## config.mk

```make
export PLATFORM = sky130hd
export DESIGN_NAME = mem_port_arbiter_flat
export DESIGN_NICKNAME = d
export VERILOG_FILES = /design/src/rtl/mem_port_arbiter_if.sv /design/src/rtl/mem_port_arbiter.sv /design/src/flat_wrapper.sv
export SDC_FILE = /design/constraint.sdc
export NUM_CORES = 1
export LEC_CHECK = 0
export ABC_CLOCK_PERIOD_IN_PS = 2500
export CORE_AREA = 2 2 141 129
export CTS_CLUSTER_SIZE = 8
export DETAILED_ROUTE_END_ITERATION = 10
export DIE_AREA = 0 0 143 131
export PLACE_DENSITY = 0.66
export SETUP_SLACK_MARGIN = 0.05
export SLEW_MARGIN = 25
export SYNTH_ARGS = -nofsm -noshare
export SYNTH_HDL_FRONTEND = slang
export SYNTH_SLANG_ARGS = --single-unit
```

## constraint.sdc

```tcl
create_clock -name clk -period 2.5 [get_ports clk]
set_clock_uncertainty 0.2 [all_clocks]
set_input_delay 0.75 -clock clk [delete_from_list [all_inputs] [get_ports clk]]
set_output_delay 0.75 -clock clk [all_outputs]
set_load 0.01 [all_outputs]
```

## src/rtl/mem_port_arbiter_if.sv

```systemverilog
// Handshake bundle between the fetch port, the data port and the shared memory.
// The slave modport is the arbiter's view; master is the requester/memory side.
interface mem_port_arbiter_if #(
    parameter int DATA_W = 32,
    parameter int ADDR_W = 32
);
    logic              if_req;
    logic [ADDR_W-1:0] if_addr;
    logic              if_flush;
    logic              if_ack;
    logic [DATA_W-1:0] if_rdata;

    logic              mm_req;
    logic              mm_we;
    logic [ADDR_W-1:0] mm_addr;
    logic [DATA_W-1:0] mm_wdata;
    logic              mm_ack;
    logic [DATA_W-1:0] mm_rdata;
    logic              mm_busy;

    logic              mem_req;
    logic              mem_we;
    logic [ADDR_W-1:0] mem_addr;
    logic [DATA_W-1:0] mem_wdata;
    logic [DATA_W-1:0] mem_rdata;
    logic              mem_ready;

    modport slave (
        input  if_req, if_addr, if_flush,
        output if_ack, if_rdata,
        input  mm_req, mm_we, mm_addr, mm_wdata,
        output mm_ack, mm_rdata, mm_busy,
        output mem_req, mem_we, mem_addr, mem_wdata,
        input  mem_rdata, mem_ready
    );

    modport master (
        output if_req, if_addr, if_flush,
        input  if_ack, if_rdata,
        output mm_req, mm_we, mm_addr, mm_wdata,
        input  mm_ack, mm_rdata, mm_busy,
        input  mem_req, mem_we, mem_addr, mem_wdata,
        output mem_rdata, mem_ready
    );
endinterface

```

## src/rtl/mem_port_arbiter.sv

```systemverilog
// Two-port memory arbiter: data port normally wins, fetch port is guaranteed
// a grant after three consecutive contended data grants.
module mem_port_arbiter #(
    parameter int DATA_W = 32,
    parameter int ADDR_W = 32
) (
    input  logic               clk,
    input  logic               rst,
    mem_port_arbiter_if.slave  bus
);

    typedef enum logic [1:0] {IDLE, GNT_IF, GNT_MM, DONE} state_e;

    state_e            state_q, state_d;
    logic              owner_mm_q, owner_mm_d;
    logic [1:0]        streak_q, streak_d;
    logic              drop_q, drop_d;
    logic              mem_req_q, mem_req_d;
    logic              mem_we_q, mem_we_d;
    logic [ADDR_W-1:0] mem_addr_q, mem_addr_d;
    logic [DATA_W-1:0] mem_wdata_q, mem_wdata_d;
    logic              if_ack_q, if_ack_d;
    logic              mm_ack_q, mm_ack_d;
    logic [DATA_W-1:0] if_rdata_q, if_rdata_d;
    logic [DATA_W-1:0] mm_rdata_q, mm_rdata_d;

    function automatic logic [1:0] sat_inc(input logic [1:0] v);
        return (v == 2'd3) ? v : v + 2'd1;
    endfunction

    always_ff @(posedge clk) begin
        if (rst) begin
            state_q     <= IDLE;
            owner_mm_q  <= 1'b0;
            streak_q    <= 2'd0;
            drop_q      <= 1'b0;
            mem_req_q   <= 1'b0;
            mem_we_q    <= 1'b0;
            mem_addr_q  <= '0;
            mem_wdata_q <= '0;
            if_ack_q    <= 1'b0;
            mm_ack_q    <= 1'b0;
            if_rdata_q  <= '0;
            mm_rdata_q  <= '0;
        end else begin
            state_q     <= state_d;
            owner_mm_q  <= owner_mm_d;
            streak_q    <= streak_d;
            drop_q      <= drop_d;
            mem_req_q   <= mem_req_d;
            mem_we_q    <= mem_we_d;
            mem_addr_q  <= mem_addr_d;
            mem_wdata_q <= mem_wdata_d;
            if_ack_q    <= if_ack_d;
            mm_ack_q    <= mm_ack_d;
            if_rdata_q  <= if_rdata_d;
            mm_rdata_q  <= mm_rdata_d;
        end
    end

    always_comb begin
        state_d     = state_q;
        owner_mm_d  = owner_mm_q;
        streak_d    = streak_q;
        drop_d      = drop_q;
        mem_req_d   = mem_req_q;
        mem_we_d    = mem_we_q;
        mem_addr_d  = mem_addr_q;
        mem_wdata_d = mem_wdata_q;
        if_ack_d    = 1'b0;
        mm_ack_d    = 1'b0;
        if_rdata_d  = if_rdata_q;
        mm_rdata_d  = mm_rdata_q;

        case (state_q)
            IDLE: begin
                // Fetch only overrides a pending data request once the streak saturates.
                if (bus.mm_req && !(bus.if_req && streak_q == 2'd3)) begin
                    state_d     = GNT_MM;
                    owner_mm_d  = 1'b1;
                    mem_req_d   = 1'b1;
                    mem_we_d    = bus.mm_we;
                    mem_addr_d  = bus.mm_addr;
                    mem_wdata_d = bus.mm_wdata;
                    streak_d    = bus.if_req ? sat_inc(streak_q) : 2'd0;
                end else if (bus.if_req) begin
                    state_d     = GNT_IF;
                    owner_mm_d  = 1'b0;
                    mem_req_d   = 1'b1;
                    mem_we_d    = 1'b0;
                    mem_addr_d  = bus.if_addr;
                    streak_d    = 2'd0;
                end
            end
            GNT_IF: begin
                drop_d = drop_q | bus.if_flush;
                if (bus.mem_ready) begin
                    state_d    = DONE;
                    mem_req_d  = 1'b0;
                    if_rdata_d = bus.mem_rdata;
                    if_ack_d   = !(drop_q || bus.if_flush);
                end
            end
            GNT_MM: begin
                if (bus.mem_ready) begin
                    state_d  = DONE;
                    mem_req_d = 1'b0;
                    mm_ack_d = 1'b1;
                    // Stores leave the last load value visible.
                    if (!mem_we_q) mm_rdata_d = bus.mem_rdata;
                end
            end
            DONE: begin
                state_d = IDLE;
                drop_d  = 1'b0;
            end
            default: state_d = IDLE;
        endcase
    end

    assign bus.mem_req   = mem_req_q;
    assign bus.mem_we    = mem_we_q;
    assign bus.mem_addr  = mem_addr_q;
    assign bus.mem_wdata = mem_wdata_q;
    assign bus.if_ack    = if_ack_q;
    assign bus.if_rdata  = if_rdata_q;
    assign bus.mm_ack    = mm_ack_q;
    assign bus.mm_rdata  = mm_rdata_q;
    assign bus.mm_busy   = bus.mm_req && !(state_q == DONE && owner_mm_q);

endmodule

```

## src/flat_wrapper.sv

```systemverilog
// flat-port wrapper written by rule: the top's interface ports become plain ports
module mem_port_arbiter_flat 
#(
    parameter int DATA_W = 32,
    parameter int ADDR_W = 32
)
  (clk, rst, bus_if_req, bus_if_addr, bus_if_flush, bus_if_ack, bus_if_rdata, bus_mm_req, bus_mm_we, bus_mm_addr, bus_mm_wdata, bus_mm_ack, bus_mm_rdata, bus_mm_busy, bus_mem_req, bus_mem_we, bus_mem_addr, bus_mem_wdata, bus_mem_rdata, bus_mem_ready);
  mem_port_arbiter_if #(.DATA_W(DATA_W), .ADDR_W(ADDR_W)) bus_i ();
  input  logic clk;
  input  logic rst;
  input wire logic [$bits(bus_i.if_req)-1:0] bus_if_req;
  input wire logic [$bits(bus_i.if_addr)-1:0] bus_if_addr;
  input wire logic [$bits(bus_i.if_flush)-1:0] bus_if_flush;
  output wire logic [$bits(bus_i.if_ack)-1:0] bus_if_ack;
  output wire logic [$bits(bus_i.if_rdata)-1:0] bus_if_rdata;
  input wire logic [$bits(bus_i.mm_req)-1:0] bus_mm_req;
  input wire logic [$bits(bus_i.mm_we)-1:0] bus_mm_we;
  input wire logic [$bits(bus_i.mm_addr)-1:0] bus_mm_addr;
  input wire logic [$bits(bus_i.mm_wdata)-1:0] bus_mm_wdata;
  output wire logic [$bits(bus_i.mm_ack)-1:0] bus_mm_ack;
  output wire logic [$bits(bus_i.mm_rdata)-1:0] bus_mm_rdata;
  output wire logic [$bits(bus_i.mm_busy)-1:0] bus_mm_busy;
  output wire logic [$bits(bus_i.mem_req)-1:0] bus_mem_req;
  output wire logic [$bits(bus_i.mem_we)-1:0] bus_mem_we;
  output wire logic [$bits(bus_i.mem_addr)-1:0] bus_mem_addr;
  output wire logic [$bits(bus_i.mem_wdata)-1:0] bus_mem_wdata;
  input wire logic [$bits(bus_i.mem_rdata)-1:0] bus_mem_rdata;
  input wire logic [$bits(bus_i.mem_ready)-1:0] bus_mem_ready;
  assign bus_i.if_req = bus_if_req;
  assign bus_i.if_addr = bus_if_addr;
  assign bus_i.if_flush = bus_if_flush;
  assign bus_if_ack = bus_i.if_ack;
  assign bus_if_rdata = bus_i.if_rdata;
  assign bus_i.mm_req = bus_mm_req;
  assign bus_i.mm_we = bus_mm_we;
  assign bus_i.mm_addr = bus_mm_addr;
  assign bus_i.mm_wdata = bus_mm_wdata;
  assign bus_mm_ack = bus_i.mm_ack;
  assign bus_mm_rdata = bus_i.mm_rdata;
  assign bus_mm_busy = bus_i.mm_busy;
  assign bus_mem_req = bus_i.mem_req;
  assign bus_mem_we = bus_i.mem_we;
  assign bus_mem_addr = bus_i.mem_addr;
  assign bus_mem_wdata = bus_i.mem_wdata;
  assign bus_i.mem_rdata = bus_mem_rdata;
  assign bus_i.mem_ready = bus_mem_ready;
  mem_port_arbiter #(.DATA_W(DATA_W), .ADDR_W(ADDR_W)) u_core (.clk(clk), .rst(rst), .bus(bus_i));
endmodule
```

# After elaboration in Yosys (flattened, before gate mapping)
# Cells that the tools add are included.
totals:
  wordCells: 66
  inputBits: 135
  register_bits: 138
  output_inout_bits: 133
op_classes:
  muxes: 19
  bitwise_logic: 5
  addsub: 1
  reduce_logical: 22
  eq_ne: 7
op_table:
  columns: ["operator", "count"]
  rows:
  - ["32-bit two-way mux", 2]
  - ["2-bit two-way mux", 7]
  - ["3-bit AND reduction", 3]
  - ["2-bit AND reduction", 4]
  - ["1-bit two-way mux", 7]
  - ["2-bit == test, second input constant", 3]
  - ["2-bit case mux with 3 select lines", 1]
  - ["2-bit nonzero test", 3]
  - ["1-bit logical AND", 4]
  - ["1-bit inverter", 4]
  - ["1-bit case mux with 2 select lines", 2]
  - ["2-bit OR reduction", 2]
  - ["1-bit zero test", 3]
  - ["3-bit by 2-bit inequality test with 1-bit output, second input constant", 1]
  - ["3-bit inequality test, second input constant", 1]
  - ["3-bit OR reduction", 1]
  - ["2-bit by 1-bit adder with 2-bit output, second input constant", 1]
  - ["2-bit by 1-bit == test with 1-bit output, second input constant", 1]
  - ["2-bit zero test", 1]
  - ["2-bit by 1-bit inequality test with 1-bit output, second input constant", 1]
  - ["1-bit logical OR", 1]
  - ["1-bit OR", 1]

# Logic depth before layout (Yosys ltp)
# Gate-level depths: netlist of the first run.
depth:
  ltp_word: 6
  mapped_depth: 7
  depth_no_buf: 5

# Worst setup path before layout of the first run
# No wires, ideal clock.
synth_timing:
  kind: "input to output"
  startpoint: "input port bus_mm_req"
  endpoint: "output port bus_mm_busy"
  cell_stages: 1
  required_time_ns: 1.550
  path_buffers: 0
  slack_ns: 0.500
  t_arrival_ns: 1.050
  path_cell_list: "a21boi_0"
synth_via:
  elab_chain_len: 1
synth_lines:
  columns: ["element", "line", "text"]
  rows:
  - ["start: declaration", "flat_wrapper.sv:16", "input wire logic [$bits(bus_i.mm_req)-1:0] bus_mm_req;"]
  - ["1-bit logical AND", "mem_port_arbiter.sv:129", "assign bus.mm_busy = bus.mm_req && !(state_q == DONE && owner_mm_q);"]
  - ["end: declaration", "flat_wrapper.sv:22", "output wire logic [$bits(bus_i.mm_busy)-1:0] bus_mm_busy;"]
# No other way between the ends.

# Final worst setup path of the first run
layout_timing:
  startpoint: "register u_core.mem_we_q, in the netlist u_core.bus.mem_we"
  endpoint: "output port bus_mem_we"
layout_rtl:
  columns: ["element", "line", "text"]
  rows:
  - ["start: declaration", "mem_port_arbiter.sv:19", "logic mem_we_q, mem_we_d;"]
  - ["start signal: assignment", "mem_port_arbiter.sv:51", "mem_we_q <= mem_we_d;"]
  - ["end: declaration", "flat_wrapper.sv:24", "output wire logic [$bits(bus_i.mem_we)-1:0] bus_mem_we;"]
# No word-level cell between the ends.

==> report_table.html, run 1 <==
<table>
<tr><th>Metric</th><th>Value</th></tr>
<tr><th colspan="2">Setup path</th></tr>
<tr><td>Category of cells accounting for the largest share of critical-path delay</td><td>buffers and inverters</td></tr>
<tr><td>R2R Path End</td><td>u_core.bus.mem_addr[0]</td></tr>
<tr><td>Flop2flop setup slack</td><td>0.52 ns</td></tr>
<tr><td>Endpoint kind of the worst setup timing path</td><td>primary output</td></tr>
<tr><td>Worst Path Max Fanout</td><td>4</td></tr>
<tr><td>Worst R2R Path Depth</td><td>7</td></tr>
<tr><td>Capture point of the worst path</td><td>bus_mem_we</td></tr>
<tr><td>Bufs and invs on worst path</td><td>1</td></tr>
<tr><td>Launch point of the worst path</td><td>u_core.bus.mem_we</td></tr>
<tr><td>Largest stage delay on the critical path</td><td>0.59 ns</td></tr>
<tr><td>Total number of cells along the worst setup path</td><td>1</td></tr>
<tr><td>Kind of critical path</td><td>flop to primary output</td></tr>
<tr><td>Data required time at the worst endpoint</td><td>1.55 ns</td></tr>
<tr><td>Data arrival, critical path</td><td>1.35 ns</td></tr>
<tr><td>Start of the worst register-to-register path</td><td>u_core.state_q[0]</td></tr>
<tr><td>Critical path launch point type</td><td>flop</td></tr>
<tr><td>Cell-by-cell trace of the critical path</td><td>clkdlybuf4s50_1</td></tr>
<tr><td>Cell type of the slowest stage on the worst timing path</td><td>sky130_fd_sc_hd__clkdlybuf4s50_1</td></tr>
<tr><th colspan="2">Power</th></tr>
<tr><td>Total leakage power</td><td>3.26 nW</td></tr>
<tr><td>Peak VDD IR</td><td>0.000487 V</td></tr>
<tr><td>Power after layout</td><td>8.36 mW</td></tr>
<tr><td>Pwr per Cell Area</td><td>929 mW/mm2</td></tr>
<tr><th colspan="2">Logic synthesis</th></tr>
<tr><td>Number of distinct library cells after synthesis</td><td>34</td></tr>
<tr><td>Number of synthesized register bits</td><td>138</td></tr>
<tr><td>Synth Instances</td><td>658</td></tr>
<tr><td>Post-synthesis async set-or-reset flop share</td><td>0%</td></tr>
<tr><td>Dominant register cell in the synthesized netlist</td><td>sky130_fd_sc_hd__dfxtp_1</td></tr>
<tr><td>Number of flops mapped to enable cells by yosys</td><td>0</td></tr>
<tr><td>Mux cell area share after synthesis</td><td>0.190%</td></tr>
<tr><td>Summed instance area of the synthesized netlist</td><td>0.00528 mm2</td></tr>
<tr><td>Post-synthesis area per instance</td><td>8.03 um2</td></tr>
<tr><td>Post-synthesis xor/xnor area fraction</td><td>0%</td></tr>
<tr><td>Share of the synthesized area in compound gates (AO/OA/AOI/OAI)</td><td>22.1%</td></tr>
<tr><td>Synth Net Count</td><td>800</td></tr>
<tr><td>Main combinational cell family by area after synthesis</td><td>compound AO/OA/AOI/OAI gates</td></tr>
<tr><td>Warning count from the yosys run</td><td>0</td></tr>
<tr><td>Sequential area share after synthesis</td><td>52.3%</td></tr>
<tr><td>Area share of and/or/nand/nor cells after synthesis</td><td>18.6%</td></tr>
<tr><td>Adder and majority cell fraction of the synthesized area</td><td>1.66%</td></tr>
<tr><th colspan="2">Min path</th></tr>
<tr><td>Class of the tightest hold or removal check</td><td>flop to flop</td></tr>
<tr><th colspan="2">Global routing</th></tr>
<tr><td>First-pass GRT wire length</td><td>26.7 mm</td></tr>
<tr><td>Remaining global-route overflow</td><td>0</td></tr>
<tr><td>Number of antenna violations at the first check in global routing</td><td>0</td></tr>
<tr><td>Total GRT Usage</td><td>18.2%</td></tr>
<tr><td>Pin count of the biggest net entering global routing</td><td>47</td></tr>
<tr><td>Via count of the first global-routing pass</td><td>5062</td></tr>
<tr><th colspan="2">CTS</th></tr>
<tr><td>Insertion delay of the later-clocked pin in the worst-skew pair</td><td>0.41 ns</td></tr>
<tr><td>Clock slew at the register clock pins of the worst setup and hold paths</td><td>0.06 ns</td></tr>
<tr><td>Number of clock buffers inserted by TritonCTS</td><td>17</td></tr>
<tr><td>Hold bufs inserted after CTS</td><td>0</td></tr>
<tr><td>Post-CTS repair timing setup buffer count</td><td>0</td></tr>
<tr><td>Clock tree from TritonCTS</td><td>built</td></tr>
<tr><td>Bufs on Longest Clock Path</td><td>2</td></tr>
<tr><td>Root buffer selected by CTS</td><td>sky130_fd_sc_hd__clkbuf_16</td></tr>
<tr><td>Number of H-tree branching levels</td><td>4</td></tr>
<tr><td>CTS sink cnt</td><td>138</td></tr>
<tr><th colspan="2">Finish</th></tr>
<tr><td>Diodes inserted</td><td>0</td></tr>
<tr><td>Number of nets in the layout</td><td>1060</td></tr>
<tr><td>Final-layout fill cell count</td><td>1656</td></tr>
<tr><td>Final Util</td><td>51.9%</td></tr>
<tr><td>Proportion of layout cells with a drive suffix above 1</td><td>7.30%</td></tr>
<tr><td>Layout area overhead</td><td>70.2%</td></tr>
<tr><th colspan="2">STA</th></tr>
<tr><td>Total negative slack for setup checks</td><td>0 ns</td></tr>
<tr><td>Total of endpoints with negative setup slack in the final report</td><td>0</td></tr>
<tr><td>RSZ-0062 raised after global routing</td><td>false</td></tr>
<tr><td>Slew HR</td><td>69.6%</td></tr>
<tr><td>Slew at the pin closest to its max-slew limit</td><td>0.456 ns</td></tr>
<tr><td>Final Hold Viols</td><td>0</td></tr>
<tr><td>Share of the clock period used by the worst path</td><td>92.1%</td></tr>
<tr><td>Fmax achieved</td><td>434 MHz</td></tr>
<tr><td>Tmin final</td><td>2.30 ns</td></tr>
<tr><td>Slew Limit Fails</td><td>0</td></tr>
<tr><td>Final setup slack of the worst path</td><td>0.198 ns</td></tr>
<tr><th colspan="2">Status</th></tr>
<tr><td>Outcome</td><td>complete, no violations</td></tr>
<tr><th colspan="2">Placed design</th></tr>
<tr><td>Number of buffer cells added on primary ports</td><td>267</td></tr>
<tr><td>Routability cong.</td><td>0.747</td></tr>
<tr><td>Placement Setup Slack</td><td>-0.490 ns</td></tr>
<tr><td>Final HPWL from detailed placement</td><td>11.9 mm</td></tr>
<tr><th colspan="2">Floorplan</th></tr>
<tr><td>Die Height</td><td>131 um</td></tr>
<tr><td>Area of the placeable core</td><td>0.0173 mm2</td></tr>
<tr><td>Number of placement rows</td><td>46</td></tr>
<tr><td>Horizontal die dimension</td><td>143 um</td></tr>
<tr><td>DIE AREA</td><td>0.0187 mm2</td></tr>
<tr><td>Initial Util</td><td>30.5%</td></tr>
<tr><td># IOs</td><td>268</td></tr>
<tr><th colspan="2">Detailed routing</th></tr>
<tr><td>DRC</td><td>0</td></tr>
<tr><td>Number of nets with antenna violations after detailed routing</td><td>0</td></tr>
<tr><td>Total via count in the routed design</td><td>5513</td></tr>
<tr><td>Count of TritonRoute iterations in the first routing pass</td><td>4</td></tr>
<tr><td>Detailed-route vias per instance</td><td>4.71</td></tr>
<tr><td>Drt wl/cell</td><td>15.0 um</td></tr>
<tr><td>Routed wire length</td><td>17.5 mm</td></tr>
<tr><td>Count of routing violations after the opening detailed-route iteration</td><td>298</td></tr>
<tr><th colspan="2">Run</th></tr>
<tr><td>Number of maximum-capacitance constraint violations</td><td>0</td></tr>
</table>
[worst min path at each step]
stage | startpoint | cells after the start | slack [ns] | endpoint
after CTS | u_core.drop_q | 1 | 0.25 | u_core.bus.if_ack
after floorplan | u_core.drop_q | 1 | 0.20 | u_core.bus.if_ack
after global placement | u_core.drop_q | 1 | 0.23 | u_core.bus.if_ack
after detailed placement | u_core.drop_q | 1 | 0.23 | u_core.bus.if_ack
after global routing | u_core.bus.if_rdata[20] | 2 | 0.27 | u_core.bus.if_rdata[20]
final | u_core.bus.if_rdata[5] | 2 | 0.25 | u_core.bus.if_rdata[5]
[cell families after synthesis]
family	count (synthesis)
buffers and inverters	60
adders and majority gates	7
and+or+nand+nor	243
AOI/OAI and AO/OA	209
muxes	1
DFF	138
[metal layers]
| layer | GRT usage (%) | up-vias | part of all wire [%] |
|---|---|---|---|
| li1 | - | 2755 | - |
| met1 | 22.3 | 2554 | 43 |
| met3 | 6.96 | 23 | 8.1 |
| met2 | 29.4 | 181 | 47 |
| met5 | 0 | - | 0 |
| met4 | 5.94 | 0 | 1.8 |
[report_power, final]
group          switching, mW  internal, mW
clock                  0.959          1.68
combinational           1.47          1.46
sequential             0.189          2.60
[layout make-up]
| type | instances | area, um2 | share of cell area, % |
|---|---|---|---|
| inverter | 3 | 11.3 | 0.125 |
| clock inverter | 10 | 140 | 1.56 |
| clock buffer | 22 | 484 | 5.39 |
| sequential | 138 | 2760 | 30.7 |
| multi-input combinational | 460 | 2260 | 25.1 |
| tap | 240 | 300 | 3.34 |
| timing repair buffer | 298 | 3030 | 33.7 |
[cells in the mapped netlist (all sizes together) (2+ instances only)]
library cell | instances | area share [%]
a21oi | 133 | 13
clkbuf | 34 | 2.4
buf | 23 | 2.5
nand3 | 32 | 3.0
nor2 | 37 | 2.6
inv | 3 | 0.21
a21boi | 2 | 0.36
ha | 7 | 1.7
o21a | 2 | 0.28
nand2 | 164 | 12
a211oi | 33 | 4.7
o21ai | 34 | 3.3
dfxtp | 138 | 52
[layout by cell type (no fill, tap or decap), types with 11 or more instances in the layout]
cell type,n
sky130_fd_sc_hd__clkdlybuf4s50_1,264
sky130_fd_sc_hd__nand2_1,164
sky130_fd_sc_hd__dfxtp_1,138
sky130_fd_sc_hd__a21oi_1,133
sky130_fd_sc_hd__nor2_1,37
sky130_fd_sc_hd__o21ai_0,33
sky130_fd_sc_hd__a211oi_1,33
sky130_fd_sc_hd__nand3_1,32
sky130_fd_sc_hd__buf_4,21
sky130_fd_sc_hd__clkbuf_16,17
sky130_fd_sc_hd__buf_12,11
[registers in the layout (all words and copies together) (netlist names)]
| register | count |
|---|---|
| u_core.bus.if_ack | 1 |
| u_core.bus.if_rdata | 32 |
| u_core.bus.mem_addr | 32 |
| u_core.bus.mem_req | 1 |
| u_core.bus.mem_wdata | 32 |
| u_core.bus.mem_we | 1 |
| u_core.bus.mm_ack | 1 |
| u_core.bus.mm_rdata | 32 |
| u_core.drop_q | 1 |
| u_core.owner_mm_q | 1 |
| u_core.state_q | 2 |
| u_core.streak_q | 2 |
[metrics by stage]
step	hold slack, ns	std cells	cell area [um2]
floorplan	0.198	658	5280
global placement	0.230	1139	8370
detailed placement	0.233	1139	8370
CTS	0.247	1171	8990
global route	0.268	1171	8990
finish	0.252	1171	8990
[repair_timing]
action | CTS | global route
endpoints found under the hold margin | 0 | 0
gates resized for setup | 7 | 0
endpoints found under the setup margin | 1 | 0
No activity file was read; power rests on OpenSTA's default activity.
==> run 2, diff against run 1 <==
Settings changed: CTS_CLUSTER_SIZE 8 to unset.
==> results of run 2 <==
No change in the layout: final DEF, timing and power equal those of run 1.
==> run 3, diff against run 2 <==
Settings changed: ABC_CLOCK_PERIOD_IN_PS 2500 to unset.
==> results of run 3 <==
No change in the layout: final DEF, timing and power equal those of run 1.
